**config.mk**
```make
export PLATFORM = sky130hd
export DESIGN_NAME = dxm_demux_buf
export DESIGN_NICKNAME = d
export VERILOG_FILES = /design/src/rtl/dxm_demux_buf.sv
export SDC_FILE = /design/constraint.sdc
export NUM_CORES = 1
export LEC_CHECK = 0
export CAP_MARGIN = 20
export CORE_AREA = 2 2 39 41
export CTS_CLUSTER_DIAMETER = 80
export DETAILED_ROUTE_END_ITERATION = 10
export DIE_AREA = 0 0 41 43
export PLACE_DENSITY = 0.82
export SETUP_SLACK_MARGIN = 0.15
export SYNTH_ARGS = -nofsm -noshare
export SYNTH_HDL_FRONTEND = slang
export SYNTH_SLANG_ARGS = --single-unit
```
**constraint.sdc**
```tcl
create_clock -name clk -period 3.85 [get_ports clk]
set_input_delay 0.77 -clock clk [delete_from_list [all_inputs] [get_ports clk]]
set_output_delay 0.77 -clock clk [all_outputs]
set_load 0.02 [all_outputs]
```
**src/rtl/dxm_demux_buf.sv**
```systemverilog
// Registered 1-to-2 demultiplexer with a small FIFO on each output lane.
// Optional DXM_DEMUX_ALT_EN: lane chosen by an internal alternating toggle instead of control.
module dxm_demux_buf #(
  parameter int unsigned mux_width  = 1,
  parameter int unsigned lane_depth = 2
) (
  input  logic                 clk,
  input  logic                 reset,
  input  logic                 in_valid,
  output logic                 in_ready,
  input  logic [mux_width-1:0] in_data,
  input  logic                 control,
  output logic                 out_low_valid,
  input  logic                 out_low_ready,
  output logic [mux_width-1:0] out_low,
  output logic                 out_high_valid,
  input  logic                 out_high_ready,
  output logic [mux_width-1:0] out_high,
  output logic                 busy
);

  localparam int unsigned PtrW = $clog2(lane_depth);
  localparam int unsigned CntW = PtrW + 1;

  // Index 0 is the low lane, index 1 the high lane.
  logic [mux_width-1:0] mem_q    [2][lane_depth];
  logic [PtrW-1:0]      wr_ptr_q [2];
  logic [PtrW-1:0]      rd_ptr_q [2];
  logic [CntW-1:0]      count_q  [2];

  logic       sel;
  logic [1:0] lane_valid;
  logic [1:0] lane_ready;
  logic [1:0] push;
  logic [1:0] pop;

`ifdef DXM_DEMUX_ALT_EN
  logic toggle_q;
  logic unused_control;

  assign unused_control = control;
  assign sel            = toggle_q;

  // Advances only on accept, so a blocked word keeps its lane.
  always_ff @(posedge clk) begin
    if (reset) begin
      toggle_q <= 1'b0;
    end else if (in_valid && in_ready) begin
      toggle_q <= ~toggle_q;
    end
  end
`else
  assign sel = control;
`endif

  assign lane_ready = {out_high_ready, out_low_ready};

  always_comb begin
    lane_valid[0] = (count_q[0] != '0);
    lane_valid[1] = (count_q[1] != '0);
    // Full lane blocks input even when it is popping this cycle.
    in_ready      = !reset && (count_q[sel] < CntW'(lane_depth));
    push          = 2'b00;
    if (in_valid && in_ready) begin
      push[sel] = 1'b1;
    end
    pop = lane_valid & lane_ready;
  end

  always_ff @(posedge clk) begin
    for (int i = 0; i < 2; i++) begin
      if (reset) begin
        wr_ptr_q[i] <= '0;
        rd_ptr_q[i] <= '0;
        count_q[i]  <= '0;
      end else begin
        if (push[i]) begin
          mem_q[i][wr_ptr_q[i]] <= in_data;
          wr_ptr_q[i]           <= wr_ptr_q[i] + PtrW'(1);
        end
        if (pop[i]) begin
          rd_ptr_q[i] <= rd_ptr_q[i] + PtrW'(1);
        end
        case ({push[i], pop[i]})
          2'b10:   count_q[i] <= count_q[i] + CntW'(1);
          2'b01:   count_q[i] <= count_q[i] - CntW'(1);
          default: count_q[i] <= count_q[i];
        endcase
      end
    end
  end

  // Empty lanes drive zeros rather than stale storage.
  always_comb begin
    out_low_valid  = lane_valid[0];
    out_high_valid = lane_valid[1];
    out_low        = lane_valid[0] ? mem_q[0][rd_ptr_q[0]] : '0;
    out_high       = lane_valid[1] ? mem_q[1][rd_ptr_q[1]] : '0;
    busy           = lane_valid[0] | lane_valid[1];
  end

endmodule

```
==> flow_summary.json <==
{
  "antenna_found_initial": 0,
  "cp_max_fo": 4,
  "via_per_inst": 5.311,
  "relSlewSlack_pct": 69.11,
  "crit_slowest_cell": "clkdlybuf4s50_1",
  "area_delta_synth_final_pct": 25.09,
  "power_leakage_uw": 0.0003227,
  "cts.path.max_buffers": 2,
  "insertion_delay_ns": 0.28,
  "yosys.area_share.simple_pct": 25.28,
  "yosysSeqAreaShare_pct": 54.34,
  "detail_route.iter0.violations": 9,
  "vias": 478,
  "critPathCaptureType": "output port",
  "antenna_cells": 0,
  "clock_skew_ns": 0.005998,
  "status": "complete, no violations",
  "hold_viol": 0,
  "pin_count": 13,
  "hold_class": "reg -> reg",
  "synth-compound-area-share_pct": 5.094,
  "dp_cells": 87,
  "cts-root-buf": "clkbuf_4",
  "ys_ff_latch": 12,
  "setup.worst_path.class": "in -> out",
  "holdBufCountCts": 0,
  "most-common-layout-cells": "edfxtp_1 (12), clkdlybuf4s50_1 (12), nor2_1 (8)",
  "track_usage_pct": 17.13,
  "die_h_um": 43,
  "synth_top_area_share_pct": 54.34,
  "max_freq_mhz": 332.3,
  "cts_resized": 0,
  "critPathTopFamily": "buffers and inverters",
  "finalHoldWorstSlack_ns": 0.5683,
  "synth_top_family_by_area": "simple AND/OR/NAND/NOR gates",
  "finalNonFillerCells": 90,
  "ys_warn_count": 0,
  "setup_viol": 0,
  "yosys.area_share.adder_pct": 5.660,
  "required_ns": 3.08,
  "antenna_left": 0,
  "syn_area_um2": 663.1,
  "synth_area_leaders": "edfxtp_1 (54%), ha_1 (5.7%), nand2b_1 (4.7%)",
  "core_um2": 1384,
  "gp_congestion": 0.6826,
  "yosysUniqueCellTypes": 23,
  "drv_cap": 0,
  "avgSynthCellArea_um2": 11.24,
  "layout-drive-gt1-share_pct": 10.81,
  "die_x_um": 41,
  "path_clk_slew_ns": 0.07,
  "synth_xor_area_share_pct": 2.642,
  "grt_pass1_vias": 467,
  "first_pass_iters": 4,
  "cp_cell_sequence": "clkdlybuf4s50_1, nor2_1, a211oi_1, clkdlybuf4s50_1",
  "synth.net_count": 69,
  "post-dp-hpwl_um": 945.4,
  "syn_inst": 59,
  "row_count": 14,
  "rsz0062_at_grt": "false",
  "cpPeakStageDelay_ns": 0.63,
  "nNetsFinal": 86,
  "muxShareOfSynthArea_pct": 3.019,
  "grt_max_degree": 16,
  "post_cts_buffers": 0,
  "htreeDepth": 1,
  "crit_top_cell": "clkdlybuf4s50_1",
  "yosysTopAreaCell": "edfxtp_1",
  "grt_pass1_wl_mm": 1.911,
  "period_share_pct": 78.17,
  "routedWlPerCell_um": 13.27,
  "fin_tns_setup_ns": 0,
  "remaining_drc_errors": 0,
  "numCtsBuffers": 3,
  "worstSetupStartpointType": "input port",
  "ir_worst_vdd_mv": 0.2002,
  "tightest_slew_ns": 0.4585,
  "grt.overflow.total": 0,
  "io_buffers": 12,
  "cp_data_arrival_time_ns": 2.24,
  "tritoncts": "built",
  "totalWireLength_mm": 1.194,
  "path_buf_inv": 2,
  "p_per_area_nw_per_um2": 415.7,
  "start_util_pct": 47.92,
  "slew_violations": 0,
  "clock_sinks": 12,
  "dieArea_um2": 1763,
  "fin_crit_ns": 3.009
}
-- final timing paths --
| check | slack [ns] | depth (start not counted) | end | from |
|---|---|---|---|---|
| setup reg to reg | 1.97 | 5 | count_q[1][1]$_SDFFCE_PN0P_ | count_q[1][1]$_SDFFCE_PN0P_ |
| hold / removal | 0.57 | 1 | count_q[0][0]$_DFFE_PP_ | count_q[0][0]$_DFFE_PP_ |
| setup / recovery | 0.84 | 4 | in_ready | control |
| hold reg to reg | 0.57 | 1 | count_q[0][0]$_DFFE_PP_ | count_q[0][0]$_DFFE_PP_ |
-- routing by layer --
metal	vias up	GRT usage, %	part of all wire [%]
met3	5	3.141	3.0
met2	11	28.13	53
met5	-	0	0
met1	225	17.24	40
li1	237	-	-
met4	0	14.00	3.8
-- cells by family (layout without fill, tap and decap cells) --
kind of cell | count (synthesis) | in the layout
adders and majority gates | 3 | 3
AOI/OAI and AO/OA | 5 | 5
buffers and inverters | 7 | 22
xor gates and xnor gates | 2 | 2
DFF | 12 | 12
muxes | 2 | 2
and+or+nand+nor | 28 | 28
-- state kept, by name, indices dropped and copies added, names as in the netlist --
name	flops
wr_ptr_q	2
count_q	4
mem_q	4
rd_ptr_q	2
-- Yosys cell counts --
cell type  instances
edfxtp_1          12
nor2_1             8
inv_1              6
nand2b_1           5
nor3_1             5
ha_1               3
and2_1             2
mux2i_1            2
nand2_1            2
a211oi_1           1
a21oi_1            1
a31o_2             1
and4bb_2           1
clkbuf_1           1
nor2b_1            1
nor4_1             1
nor4b_4            1
o21ai_0            1
o21bai_1           1
or2_2              1
or3_1              1
xnor2_1            1
xor2_1             1
-- area by class of cell --
| type | count | area [um2] |
|---|---|---|
| multi-input combinational | 40 | 276.5 |
| fill | 118 | 554.3 |
| inverter | 6 | 22.52 |
| timing repair buffer | 13 | 127.6 |
| clock buffer | 3 | 22.52 |
| sequential | 12 | 360.3 |
| tap | 16 | 20.02 |
-- through the flow --
stage	util, %	cell area [um2]	power [uW]	worst slack [ns]
2_1_floorplan	-	663.1	229.2	1.612
3_3_place_gp	58.32	807.0	264.6	0.8543
3_5_place_dp	58.32	807.0	269.6	0.8421
4_1_cts	59.95	829.5	345.9	0.8423
5_1_grt	59.95	829.5	361.8	0.7855
6_report	59.95	829.5	344.9	0.8406
-- where the power goes --
group	internal [uW]	leakage, uW	switching (uW)
Sequential	159	0.000121	9.69
Clock	36.3	0.0000138	42.1
Combinational	47.5	0.000188	50.5
Total	243	0.000323	102
-- worst register-to-register path, cell delays in order, from the launching register on --
cell,delay [ns]
edfxtp_1,0.46
o21ai_0,0.43
inv_1,0.09
ha_1,0.26
or3_1,0.37
a21oi_1,0.13
(Power assumes the default switching activity.)
